$ cat src/rtl/match_pkg.sv
// Shared types and codes for the match sequencer: FSM states, winner codes
// and tie-handling selections.
package match_pkg;

    typedef enum logic [2:0] {
        INN1  = 3'd0,
        BREAK = 3'd1,
        INN2  = 3'd2,
        SO1   = 3'd3,
        SO2   = 3'd4,
        DONE  = 3'd5
    } match_state_e;

    localparam logic [1:0] WIN_NONE = 2'b00;
    localparam logic [1:0] WIN_T1   = 2'b01;
    localparam logic [1:0] WIN_T2   = 2'b10;
    localparam logic [1:0] WIN_TIE  = 2'b11;

    localparam int unsigned TIE_DECLARE    = 0;
    localparam int unsigned TIE_SUPER_OVER = 1;

    // States in which deliveries are scored
    function automatic logic is_batting(match_state_e s);
        return (s == INN1) || (s == INN2) || (s == SO1) || (s == SO2);
    endfunction

endpackage

$ cat src/rtl/innings_counter.sv
// Saturating runs/wickets/balls counters for one inning, reused for every
// inning; flags the delivery that ends the inning from post-update values.
module innings_counter #(
    parameter int unsigned RUN_W  = 8,
    parameter int unsigned WKT_W  = 4,
    parameter int unsigned BALL_W = 8
) (
    input  logic              clk_fpga,
    input  logic              reset,
    input  logic              clear,
    input  logic              accept,
    input  logic [2:0]        runs_in,
    input  logic              wicket_in,
    input  logic              extra_in,
    input  logic              chasing,
    input  logic [RUN_W-1:0]  target,
    input  logic [WKT_W-1:0]  limit_w,
    input  logic [BALL_W-1:0] limit_b,
    output logic [RUN_W-1:0]  run_cnt,
    output logic [WKT_W-1:0]  wkt_cnt,
    output logic [BALL_W-1:0] ball_cnt,
    output logic [RUN_W-1:0]  runs_upd_c,
    output logic              end_c
);

    localparam int unsigned SUM_W = RUN_W + 4;
    localparam logic [RUN_W-1:0]  RUN_MAX  = '1;
    localparam logic [WKT_W-1:0]  WKT_MAX  = '1;
    localparam logic [BALL_W-1:0] BALL_MAX = '1;

    logic [RUN_W-1:0]  runs_q, runs_d;
    logic [WKT_W-1:0]  wkts_q, wkts_d, wkts_upd;
    logic [BALL_W-1:0] balls_q, balls_d, balls_upd;
    logic [SUM_W-1:0]  run_sum;

    // Post-delivery values and end-of-inning detection
    always_comb begin
        run_sum    = SUM_W'(runs_q) + SUM_W'(runs_in) + SUM_W'(extra_in);
        runs_upd_c = (run_sum > SUM_W'(RUN_MAX)) ? RUN_MAX : run_sum[RUN_W-1:0];
        wkts_upd   = (wicket_in && (wkts_q != WKT_MAX)) ? wkts_q + WKT_W'(1) : wkts_q;
        balls_upd  = (!extra_in && (balls_q != BALL_MAX)) ? balls_q + BALL_W'(1) : balls_q;
        end_c      = accept && ((wkts_upd >= limit_w) || (balls_upd >= limit_b) ||
                                (chasing && (runs_upd_c >= target)));
    end

    always_comb begin
        runs_d  = runs_q;
        wkts_d  = wkts_q;
        balls_d = balls_q;
        if (clear) begin
            runs_d  = '0;
            wkts_d  = '0;
            balls_d = '0;
        end else if (accept) begin
            runs_d  = runs_upd_c;
            wkts_d  = wkts_upd;
            balls_d = balls_upd;
        end
    end

    always_ff @(posedge clk_fpga) begin
        if (reset) begin
            runs_q  <= '0;
            wkts_q  <= '0;
            balls_q <= '0;
        end else begin
            runs_q  <= runs_d;
            wkts_q  <= wkts_d;
            balls_q <= balls_d;
        end
    end

    assign run_cnt  = runs_q;
    assign wkt_cnt  = wkts_q;
    assign ball_cnt = balls_q;

endmodule

$ cat src/rtl/match_controller.sv
// Match sequencer: innings 1 and 2, optional super over, result resolution
// and the batting-side display values.
module match_controller
    import match_pkg::*;
#(
    parameter int unsigned RUN_W     = 8,
    parameter int unsigned WKT_W     = 4,
    parameter int unsigned BALL_W    = 8,
    parameter int unsigned MAX_BALLS = 20,
    parameter int unsigned MAX_WKTS  = 5,
    parameter int unsigned TIE_MODE  = 0,
    parameter int unsigned SO_BALLS  = 6,
    parameter int unsigned SO_WKTS   = 2
) (
    input  logic              clk_fpga,
    input  logic              reset,
    input  logic              delivery_valid,
    input  logic [2:0]        delivery_runs,
    input  logic              delivery_wicket,
    input  logic              delivery_extra,
    input  logic              next_inning,
    output logic [2:0]        state,
    output logic              batting_team,
    output logic              inning_over,
    output logic              game_over,
    output logic [1:0]        winner,
    output logic [RUN_W-1:0]  bat_runs,
    output logic [WKT_W-1:0]  bat_wkts,
    output logic [BALL_W-1:0] bat_balls,
    output logic [RUN_W-1:0]  target,
    output logic [RUN_W-1:0]  runs_needed,
    output logic [BALL_W-1:0] balls_left
);

    localparam logic [RUN_W-1:0] RUN_MAX = '1;

    match_state_e state_q, state_d;
    match_state_e resume_q, resume_d;

    logic [RUN_W-1:0] first_runs_q, first_runs_d;
    logic [RUN_W-1:0] target_q, target_d;
    logic [1:0]       winner_q, winner_d;
    logic             inning_over_q, inning_over_d;
    logic             game_over_q, game_over_d;
    logic             batting_team_q, batting_team_d;

    logic              accept_c, chasing_c, super_c, inn_end_c;
    logic              score_gt_c, score_lt_c;
    logic [WKT_W-1:0]  limit_w_c;
    logic [BALL_W-1:0] limit_b_c;
    logic [RUN_W-1:0]  cnt_runs, runs_upd_c;
    logic [WKT_W-1:0]  cnt_wkts;
    logic [BALL_W-1:0] cnt_balls;

    // Limits follow the inning being played, or the one BREAK leads into
    always_comb begin
        accept_c   = delivery_valid && is_batting(state_q);
        chasing_c  = (state_q == INN2) || (state_q == SO2);
        super_c    = (state_q == SO1) || (state_q == SO2) ||
                     ((state_q == BREAK) && ((resume_q == SO1) || (resume_q == SO2)));
        limit_w_c  = super_c ? WKT_W'(SO_WKTS)   : WKT_W'(MAX_WKTS);
        limit_b_c  = super_c ? BALL_W'(SO_BALLS) : BALL_W'(MAX_BALLS);
        score_gt_c = runs_upd_c > first_runs_q;
        score_lt_c = runs_upd_c < first_runs_q;
    end

    innings_counter #(
        .RUN_W  (RUN_W),
        .WKT_W  (WKT_W),
        .BALL_W (BALL_W)
    ) u_innings_counter (
        .clk_fpga   (clk_fpga),
        .reset      (reset),
        .clear      (inn_end_c),
        .accept     (accept_c),
        .runs_in    (delivery_runs),
        .wicket_in  (delivery_wicket),
        .extra_in   (delivery_extra),
        .chasing    (chasing_c),
        .target     (target_q),
        .limit_w    (limit_w_c),
        .limit_b    (limit_b_c),
        .run_cnt    (cnt_runs),
        .wkt_cnt    (cnt_wkts),
        .ball_cnt   (cnt_balls),
        .runs_upd_c (runs_upd_c),
        .end_c      (inn_end_c)
    );

    always_ff @(posedge clk_fpga) begin
        if (reset) begin
            state_q  <= INN1;
            resume_q <= INN2;
        end else begin
            state_q  <= state_d;
            resume_q <= resume_d;
        end
    end

    always_comb begin
        state_d  = state_q;
        resume_d = resume_q;
        case (state_q)
            INN1: begin
                if (inn_end_c) begin
                    state_d  = BREAK;
                    resume_d = INN2;
                end
            end
            BREAK: begin
                if (next_inning) state_d = resume_q;
            end
            INN2: begin
                if (inn_end_c) begin
                    if (!score_gt_c && !score_lt_c && (TIE_MODE == TIE_SUPER_OVER)) begin
                        state_d  = BREAK;
                        resume_d = SO1;
                    end else begin
                        state_d = DONE;
                    end
                end
            end
            SO1: begin
                if (inn_end_c) begin
                    state_d  = BREAK;
                    resume_d = SO2;
                end
            end
            SO2: begin
                if (inn_end_c) state_d = DONE;
            end
            DONE: ;
            default: state_d = INN1;
        endcase
    end

    // Latched scores, target and result, registered alongside the state
    always_comb begin
        first_runs_d   = first_runs_q;
        target_d       = target_q;
        winner_d       = winner_q;
        inning_over_d  = inn_end_c;
        game_over_d    = (state_d == DONE);
        batting_team_d = batting_team_q;

        case (state_d)
            INN1, SO2: batting_team_d = 1'b0;
            INN2, SO1: batting_team_d = 1'b1;
            BREAK:     batting_team_d = (resume_d == INN2) || (resume_d == SO1);
            default:   batting_team_d = batting_team_q;
        endcase

        if (inn_end_c) begin
            case (state_q)
                INN1, SO1: begin
                    first_runs_d = runs_upd_c;
                    target_d     = (runs_upd_c == RUN_MAX) ? RUN_MAX : runs_upd_c + RUN_W'(1);
                end
                INN2: begin
                    if (score_gt_c)                   winner_d = WIN_T2;
                    else if (score_lt_c)              winner_d = WIN_T1;
                    else if (TIE_MODE == TIE_DECLARE) winner_d = WIN_TIE;
                    else                              target_d = '0;
                end
                SO2: begin
                    if (score_gt_c)      winner_d = WIN_T1;
                    else if (score_lt_c) winner_d = WIN_T2;
                    else                 winner_d = WIN_TIE;
                end
                default: ;
            endcase
        end
    end

    always_ff @(posedge clk_fpga) begin
        if (reset) begin
            first_runs_q   <= '0;
            target_q       <= '0;
            winner_q       <= WIN_NONE;
            inning_over_q  <= 1'b0;
            game_over_q    <= 1'b0;
            batting_team_q <= 1'b0;
        end else begin
            first_runs_q   <= first_runs_d;
            target_q       <= target_d;
            winner_q       <= winner_d;
            inning_over_q  <= inning_over_d;
            game_over_q    <= game_over_d;
            batting_team_q <= batting_team_d;
        end
    end

    assign state        = state_q;
    assign batting_team = batting_team_q;
    assign inning_over  = inning_over_q;
    assign game_over    = game_over_q;
    assign winner       = winner_q;
    assign bat_runs     = cnt_runs;
    assign bat_wkts     = cnt_wkts;
    assign bat_balls    = cnt_balls;
    assign target       = target_q;
    assign runs_needed  = ((target_q != '0) && (target_q > cnt_runs)) ? target_q - cnt_runs : '0;
    assign balls_left   = limit_b_c - cnt_balls;

endmodule

$ cat config.mk
export PLATFORM = sky130hd
export DESIGN_NAME = match_controller
export DESIGN_NICKNAME = d
export VERILOG_FILES = /design/src/rtl/match_pkg.sv /design/src/rtl/innings_counter.sv /design/src/rtl/match_controller.sv
export SDC_FILE = /design/constraint.sdc
export NUM_CORES = 1
export LEC_CHECK = 0
export CAP_MARGIN = 40
export CORE_ASPECT_RATIO = 1.75
export CORE_MARGIN = 2
export CORE_UTILIZATION = 55
export DETAILED_ROUTE_END_ITERATION = 12
export HOLD_SLACK_MARGIN = 0.05
export PLACE_DENSITY = 0.82
export SLEW_MARGIN = 20
export SYNTH_ARGS = -nofsm -noshare
export SYNTH_HDL_FRONTEND = slang
export SYNTH_SLANG_ARGS = --single-unit
$ cat constraint.sdc
create_clock -name clk_fpga -period 5.8 [get_ports clk_fpga]
set_input_delay 1.16 -clock clk_fpga [delete_from_list [all_inputs] [get_ports clk_fpga]]
set_output_delay 1.16 -clock clk_fpga [all_outputs]
set_load 0.01 [all_outputs]
==> results.json, run 1 <==
{
  "fp.dieArea_um2": 7520,
  "path_common_cell": "ha_1",
  "grt_overflow_total": 0,
  "post_cts.repair.setup_buffers": 0,
  "diodes": 0,
  "rows": 39,
  "fillers": 537,
  "die_x_um": 66.4,
  "avgSynthCellArea_um2": 8.03,
  "via_per_inst": 5.97,
  "start_util_pct": 56.9,
  "clk_pin_slew_ns": 0.07,
  "yosys.area.top_type_share_pct": 25.1,
  "drive_gt1_share_pct": 9.26,
  "io_pins": 61,
  "worst_hold_slack_ns": 0.503,
  "p_total_w": 0.000996,
  "use_met2_pct": 51.8,
  "clock_path_buffers": 2,
  "ys_ff_latch": 47,
  "portBuffers": 60,
  "worstMarginPinSlew_ns": 0.668,
  "cts_tree": "done",
  "place_congestion": 1.00,
  "ant_nets": 0,
  "met3_usage_pct": 3.78,
  "fmax_mhz": 181,
  "power_density_nw_per_um2": 212,
  "cp_slowest_cell": "fa_1",
  "p_leak_nw": 1.88,
  "drc": 0,
  "hold_buffers": 0,
  "wl_per_cell_um": 16.6,
  "relSlewSlack_pct": 55.5,
  "drt_first_iter_violations": 126,
  "vias": 3715,
  "setup-violations-final": 0,
  "cts_buffers": 5,
  "post_cts_resized": 0,
  "hold_viol": 0,
  "hp-class": "reg -> reg",
  "slowest_delay_ns": 0.51,
  "yosysMostFrequentCell": "nor2_1",
  "synth.yosys.seq_area_share_pct": 25.1,
  "yosys_warnings": 0,
  "cp_max_fo": 11,
  "arrival_ns": 5.71,
  "postSynthCellCount": 467,
  "grt_usage_pct": 28.7,
  "status": "completed",
  "syn_area_um2": 3750,
  "grt.busiest_layer": "met2",
  "path_class": "in -> reg",
  "fin_tns_setup_ns": 0,
  "htree_num_levels": 2,
  "irDropWorstVdd_uv": 184,
  "synthArstFlopShare_pct": 0,
  "finalClockSkew_ns": 0.00398,
  "numClockSinks": 47,
  "area_delta_synth_final_pct": 25.5,
  "drv_slew": 0,
  "synth_commonest_cells": "nor2_1 (64), dfxtp_1 (47), inv_1 (43)",
  "synth_area_leaders": "dfxtp_1 (25%), ha_1 (13%), nor2_1 (6.4%), xnor2_1 (4.4%), inv_1 (4.3%)",
  "crit_chain": "clkdlybuf4s50_1, ha_1, fa_1, ha_1, nand2_1, nor4_2, nand2b_1, o22ai_1, nor2_1, ha_1, nand2b_1, a211oi_1, o221a_2, o211ai_1, o311a_1, and3_1, buf_4, a311oi_1",
  "die_y_um": 113,
  "grt_pass1_vias": 3476,
  "period_needed_ns": 5.51,
  "start_kind": "input port",
  "final_nets": 590,
  "drtPass1Iterations": 6,
  "core_area_um2": 6590,
  "clock-root-buffer": "clkbuf_16",
  "synth_cell_types": 61,
  "worstPathRequired_ns": 6.00,
  "fin_crit_sh_pct": 95.1,
  "grt_pass1_wl_um": 16600,
  "grt_start_max_net_pins": 21,
  "synth-edff-count": 0,
  "cap_violations": 0,
  "synth_nets": 518,
  "hpwl_um": 8290,
  "crit_path_end_kind": "flip-flop",
  "synth.largest_area_cell": "dfxtp_1",
  "clk_latency_ns": 0.29,
  "antenna_found_initial": 0,
  "yosys_most_used_dff": "dfxtp_1",
  "finalWirelength_um": 10300,
  "use_met1_pct": 29.6
}
-- critical path, delay by kind of cell --
kind            cells  cell delay [ns]
simple gates        6             1.09
compound gates      6             1.66
fa+ha+maj           4             1.19
buf+inv             2             0.62
-- power by group --
part,internal [W],switching (W)
Clock,0.000172,0.000127
Sequential,0.000331,0.0000128
Combinational,0.000161,0.000192
-- metal layers --
| metal | wire, um | part of all wire (%) |
|---|---|---|
| met1 | 3760 | 36 |
| met2 | 5400 | 52 |
| met3 | 469 | 4.5 |
| met4 | 714 | 6.9 |
| met5 | 0 | 0 |
-- flip-flops by register name, indices dropped and copies added, names as in the netlist --
register,count
target,8
game_over,1
u_innings_counter.wkt_cnt,4
u_innings_counter.ball_cnt,8
first_runs_q,8
batting_team,1
state,3
winner,2
resume_q,3
u_innings_counter.run_cnt,8
inning_over,1
-- placed cells by master, fill, tap and decap left out, drive strengths merged, types with 10 or more instances in the layout --
cell type / netlist / layout
xnor2: 19 / 19
nor3: 12 / 12
clkdlybuf4s50: 0 / 60
buf: 7 / 24
nor2b: 10 / 10
o21ai: 12 / 12
a21oi: 18 / 18
a211oi: 22 / 22
xor2: 13 / 13
ha: 39 / 39
nor2: 64 / 64
nand2: 36 / 36
inv: 43 / 43
dfxtp: 47 / 47
-- metrics by stage --
step / std cells / cell area, um2 / utilization, % / setup slack, ns
6_report: 622 / 4710 / 71.4 / 0.285
5_1_grt: 622 / 4710 / 71.4 / -0.0442
4_1_cts: 622 / 4700 / 71.3 / 0.272
3_5_place_dp: 614 / 4540 / 68.9 / -0.0119
3_3_place_gp: 612 / 4520 / 68.6 / 0.0983
2_1_floorplan: 467 / 3750 / - / 0.389
-- kinds of logic after synthesis --
| logic type | after synthesis | share of synthesized area (%) |
|---|---|---|
| mux | 9 | 2.44 |
| xor+xnor | 33 | 8.07 |
| flops | 47 | 25.1 |
| compound gates | 102 | 20.2 |
| fa+ha+maj | 42 | 14.6 |
| buf+inv | 62 | 6.87 |
| simple gates | 172 | 22.7 |
-- final cells by class --
class | count | area (um2) | share of cell area [%]
Multi-Input combinational cell | 358 | 2560 | 54.4
Sequential cell | 47 | 941 | 20.0
Inverter | 43 | 161 | 3.43
Tap cell | 82 | 103 | 2.18
Clock buffer | 6 | 139 | 2.95
Clock inverter | 2 | 16.3 | 0.346
Timing Repair Buffer | 84 | 786 | 16.7
-- final timing paths --
| path | slack [ns] | from | depth (start not counted) | to |
|---|---|---|---|---|
| max | 0.29 | delivery_runs[0] | 18 | first_runs_q[6]$_SDFFE_PP0P_ |
| min reg2reg | 0.50 | first_runs_q[5]$_SDFFE_PP0P_ | 2 | first_runs_q[5]$_SDFFE_PP0P_ |
| min | 0.50 | first_runs_q[5]$_SDFFE_PP0P_ | 2 | first_runs_q[5]$_SDFFE_PP0P_ |
| max reg2reg | 1.18 | u_innings_counter.run_cnt[0]$_SDFFE_PP0P_ | 17 | first_runs_q[6]$_SDFFE_PP0P_ |
Note: power is estimated with default switching activity, not from simulation.
==> run 2, diff against run 1 <==
Settings changed: CORE_ASPECT_RATIO 1.75 to default, PLACE_DENSITY 0.82 to default, PLACE_DENSITY_LB_ADDON from default to 0.25.
==> results.json, run 2 (synthesis results as in run 1) <==
{
  "post_cts_resized": 0,
  "clock_path_buffers": 2,
  "critPathTopFamily": "compound AO/OA/AOI/OAI gates",
  "cts_buffers": 5,
  "drtPass1Iterations": 4,
  "setup_slack_ns": 0.367,
  "start_util_pct": 56.1,
  "rows": 30,
  "finalClockSkew_ns": 0.0149,
  "grt_pass1_vias": 3384,
  "portBuffers": 60,
  "fp.dieArea_um2": 7490,
  "finalWirelength_um": 9700,
  "worstPathRequired_ns": 6.02,
  "slowest_delay_ns": 0.41,
  "crit_chain": "clkdlybuf4s50_1, ha_1, fa_1, xor2_1, nand2_1, nor4_1, nand2b_1, o22ai_1, nor2_1, inv_1, ha_1, a211oi_1, o221a_2, o211ai_1, o311a_1, and3_2, buf_12, a311oi_1",
  "via_per_inst": 5.83,
  "arrival_ns": 5.65,
  "p_total_w": 0.000878,
  "final_nets": 586,
  "final_common_cell": "nor2_1",
  "core_area_um2": 6680,
  "clock-root-buffer": "clkbuf_8",
  "fmax_mhz": 184,
  "fin_tns_setup_ns": 0,
  "drt_first_iter_violations": 148,
  "grt_usage_pct": 27.0,
  "post_cts.repair.setup_buffers": 0,
  "relSlewSlack_pct": 51.8,
  "path_class": "in -> reg",
  "hpwl_um": 7650,
  "clk_pin_slew_ns": 0.10,
  "ant_nets": 0,
  "vias": 3593,
  "setup-violations-final": 0,
  "hold_viol": 0,
  "start_kind": "input port",
  "path_buf_inv": 3,
  "hp-class": "reg -> reg",
  "power_density_nw_per_um2": 190,
  "period_needed_ns": 5.43,
  "p_leak_nw": 1.83,
  "path_common_cell": "ha_1",
  "numClockSinks": 47,
  "irDropWorstVdd_uv": 135,
  "crit_path_end_kind": "flip-flop",
  "status": "completed",
  "die_y_um": 86.6,
  "hold_buffers": 0,
  "grt_start_max_net_pins": 21,
  "clk_latency_ns": 0.31,
  "grt_overflow_total": 0,
  "cts_tree": "done",
  "final_cell_mix": "nor2_1 (64), clkdlybuf4s50_1 (60), dfxtp_1 (47)",
  "grt_pass1_wl_um": 16300,
  "cp_max_fo": 19,
  "worstMarginPinSlew_ns": 0.723,
  "io_pins": 61,
  "die_x_um": 86.6,
  "cap_violations": 0,
  "drv_slew": 0,
  "area_delta_synth_final_pct": 23.0,
  "grt_setup_unrepaired": "no",
  "antenna_found_initial": 0,
  "htree_num_levels": 2,
  "place_congestion": 0.979,
  "cp_slowest_cell": "clkdlybuf4s50_1",
  "drive_gt1_share_pct": 8.40,
  "drc": 0,
  "diodes": 0,
  "place_ws_ns": 0.0694,
  "fin_crit_sh_pct": 93.7,
  "wl_per_cell_um": 15.7
}
run 2: cell types whose count changed in the layout (fill, tap and decap cells not counted), sizes merged:
cell	before	now
buf	24	20
run 2: path summary, 6_finish.rpt:
path	start	slack, ns	cells past startpoint	to
worst max register to register	u_innings_counter.run_cnt[0]$_SDFFE_PP0P_	1.26	17	first_runs_q[4]$_SDFFE_PP0P_
worst max-delay path	delivery_runs[0]	0.37	18	first_runs_q[4]$_SDFFE_PP0P_
worst min register to register	first_runs_q[7]$_SDFFE_PP0P_	0.50	2	first_runs_q[7]$_SDFFE_PP0P_
worst min-delay path	first_runs_q[7]$_SDFFE_PP0P_	0.50	2	first_runs_q[7]$_SDFFE_PP0P_
run 2: layout make-up:
class / count / area [um2]
clock buffer: 6 / 72.6
clock inverter: 2 / 12.5
fill: 577 / 2070
inverter: 43 / 161
multi-input combinational: 358 / 2560
sequential: 47 / 941
tap: 80 / 100
timing repair buffer: 80 / 764
run 2: routing by layer:
layer  up-vias  track usage, %  routed length, um
li1       1786               -                  -
met1      1670            38.8               4490
met2       129            41.7               4450
met3         8            4.67                664
met4         0            7.24                 97
met5         -               0                  0
run 2: where the power goes:
group / total [W] / internal [W] / leakage (nW) / switching (W)
Clock: 0.000201 / 0.0000845 / 0.0412 / 0.000117
Sequential: 0.000343 / 0.000331 / 0.381 / 0.0000123
Combinational: 0.000334 / 0.000155 / 1.41 / 0.000179
run 2: per-stage QoR:
step / area, um2 / util [%] / hold slack, ns / instances
after floorplan: 3750 / - / 0.476 / 467
after global placement: 4500 / 67.4 / 0.483 / 606
after detailed placement: 4520 / 67.6 / 0.494 / 608
after CTS: 4600 / 68.9 / 0.506 / 616
after global routing: 4610 / 69.0 / 0.548 / 616
final: 4610 / 69.0 / 0.502 / 616
run 2: worst reg2reg max path: cells and delay by family, from the launching register on:
family / cells / cell delay (ns)
DFF: 1 / 0.36
adders and majority gates: 3 / 0.90
xor gates and xnor gates: 1 / 0.29
and+or+nand+nor: 5 / 1.10
AOI/OAI and AO/OA: 6 / 1.45
buffers and inverters: 2 / 0.32
==> run 3, diff against run 2 <==
Settings changed: GPL_TIMING_DRIVEN from default to 0.
==> results.json, run 3 (synthesis results as in run 1) <==
{
  "start_util_pct": 56.1,
  "status": "completed",
  "via_per_inst": 5.82,
  "period_needed_ns": 5.66,
  "route.layer.met1.wl_um": 4600,
  "numClockSinks": 47,
  "pwr-share-seq_pct": 37.0,
  "worstHoldStart": "first_runs_q[2]$_SDFFE_PP0P_",
  "reg2reg_depth": 18,
  "cap_violations": 0,
  "cts_tree": "done",
  "setup-violations-final": 0,
  "fillers": 553,
  "critPathTopFamily": "compound AO/OA/AOI/OAI gates",
  "finalClockSkew_ns": 0.0111,
  "grt_pass1_vias": 3357,
  "portBuffers": 59,
  "multi_input_area_um2": 2620,
  "fin_tns_setup_ns": 0,
  "worstMarginPinSlew_ns": 0.648,
  "irDropWorstVdd_uv": 142,
  "dr_wl_met3_um": 462,
  "postLayoutCellArea_um2": 4720,
  "vias": 3644,
  "die_x_um": 86.6,
  "antenna_found_initial": 0,
  "combPwrFrac_pct": 34.7,
  "clock-root-buffer": "clkbuf_8",
  "wl_per_cell_um": 15.5,
  "io_pins": 61,
  "grt_usage_pct": 26.3,
  "hp-class": "reg -> reg",
  "hold_viol": 0,
  "diodes": 0,
  "drt_first_iter_violations": 207,
  "area_delta_synth_final_pct": 25.9,
  "fmax_mhz": 177,
  "grt_start_max_net_pins": 16,
  "wl_met2_um": 4530,
  "cts_buffers": 5,
  "drtPass1Iterations": 5,
  "place_area_um2": 4440,
  "regToRegStartpoint": "u_innings_counter.run_cnt[0]$_SDFFE_PP0P_",
  "regArea_um2": 941,
  "start_kind": "input port",
  "p_leak_nw": 1.87,
  "drv_slew": 0,
  "finalWirelength_um": 9730,
  "top_layer_used": "met4",
  "core_area_um2": 6680,
  "internal_power_w": 0.000616,
  "hold_depth": 2,
  "p_total_w": 0.000927,
  "final_nets": 596,
  "rrSetupSlack_ns": 1.02,
  "final_cell_mix": "nor2_1 (62), clkdlybuf4s50_1 (59), dfxtp_1 (47)",
  "place_congestion": 0.911,
  "clock_path_buffers": 2,
  "clk_latency_ns": 0.31,
  "fp.dieArea_um2": 7490,
  "path_class": "in -> reg",
  "clk_pin_slew_ns": 0.09,
  "power_density_nw_per_um2": 196,
  "rows": 30,
  "cp_max_fo": 10,
  "relSlewSlack_pct": 55.7,
  "final_common_cell": "nor2_1",
  "slowest_delay_ns": 0.45,
  "htree_num_levels": 2,
  "setup_slack_ns": 0.140,
  "power.net_switching_w": 0.000311,
  "crit_path_end_kind": "flip-flop",
  "grt_setup_unrepaired": "yes",
  "r2r-end": "first_runs_q[6]$_SDFFE_PP0P_",
  "crit_chain": "clkdlybuf4s50_1, ha_1, fa_1, a21o_1, nand4_1, xnor2_2, nand2b_1, o22ai_4, nor2_1, inv_1, ha_1, a211oi_1, o221a_2, o211ai_1, o311a_1, and3_1, buf_4, buf_4, a311oi_1",
  "cp_slowest_cell": "fa_1",
  "arrival_ns": 5.88,
  "place_ws_ns": -0.921,
  "clock_power_share_pct": 28.2,
  "hold_buffers": 0,
  "drive_gt1_share_pct": 9.71,
  "drc": 0,
  "hpwl_um": 7400,
  "grt_overflow_total": 0,
  "die_y_um": 86.6,
  "worst_hold_slack_ns": 0.503,
  "path_buf_inv": 4,
  "switching_share_pct": 33.5,
  "hold_end": "first_runs_q[2]$_SDFFE_PP0P_",
  "worstPathRequired_ns": 6.02,
  "ant_nets": 0,
  "grt_pass1_wl_um": 15800,
  "fin_crit_sh_pct": 97.6
}
-- run 3: tightest hold or removal path: stages, from the launching register on --
cell and delay, ns:
dfxtp_1 0.32, nor2_1 0.09, a211oi_1 0.05
-- run 3: worst max-delay path by stage --
| stage | startpoint | endpoint | slack [ns] | cells past startpoint |
|---|---|---|---|---|
| 3_3_place_gp | delivery_runs[0] | u_innings_counter.ball_cnt[2]$_SDFFE_PP0P_ | -0.74 | 18 |
| 4_1_cts | delivery_runs[0] | first_runs_q[6]$_SDFFE_PP0P_ | 0.009 | 19 |
| 6_report | delivery_runs[0] | first_runs_q[6]$_SDFFE_PP0P_ | 0.14 | 19 |
| 2_1_floorplan | delivery_runs[0] | first_runs_q[6]$_SDFFE_PP0P_ | 0.39 | 18 |
| 3_5_place_dp | delivery_runs[0] | first_runs_q[4]$_SDFFE_PP0P_ | -0.92 | 19 |
| 5_1_grt | delivery_runs[0] | u_innings_counter.ball_cnt[1]$_SDFFE_PP0P_ | -0.07 | 19 |
-- run 3: cell type report --
type / count / area share [%]
buffer: 19 / 2.12
clock buffer: 6 / 1.75
clock inverter: 2 / 0.821
inverter: 43 / 3.42
multi-input combinational: 358 / 55.5
sequential: 47 / 19.9
tap: 80 / 2.12
timing repair buffer: 71 / 14.4
-- run 3: layer usage --
layer | GRT usage (%) | vias to the layer above
met5 | 0 | -
met4 | 6.53 | 0
met3 | 4.48 | 18
met2 | 42.5 | 98
met1 | 36.6 | 1726
li1 | - | 1802
-- run 3: what timing repair did --
action / 4_1_cts / 5_1_grt
gates resized for setup: 8 / 7
endpoints found under the hold margin: 0 / 0
pin swaps: 1 / 5
setup buffers: 0 / 11
setup endpoints to repair: 47 / 45
-- run 3: power by group through the flow --
| stage | clock network (W) | logic (W) | registers [W] |
|---|---|---|---|
| floorplan | 0 | 0.000219 | 0.000352 |
| global placement | 0 | 0.000298 | 0.000351 |
| detailed placement | 0 | 0.000307 | 0.000351 |
| CTS | 0.000269 | 0.000314 | 0.000343 |
| global route | 0.000276 | 0.000355 | 0.000345 |
| finish | 0.000262 | 0.000322 | 0.000343 |
-- run 3: metrics by stage --
stage | utilization, % | cells
global route | 70.7 | 626
CTS | 69.0 | 614
global placement | 66.5 | 606
finish | 70.7 | 626
floorplan | - | 467
detailed placement | 66.5 | 606
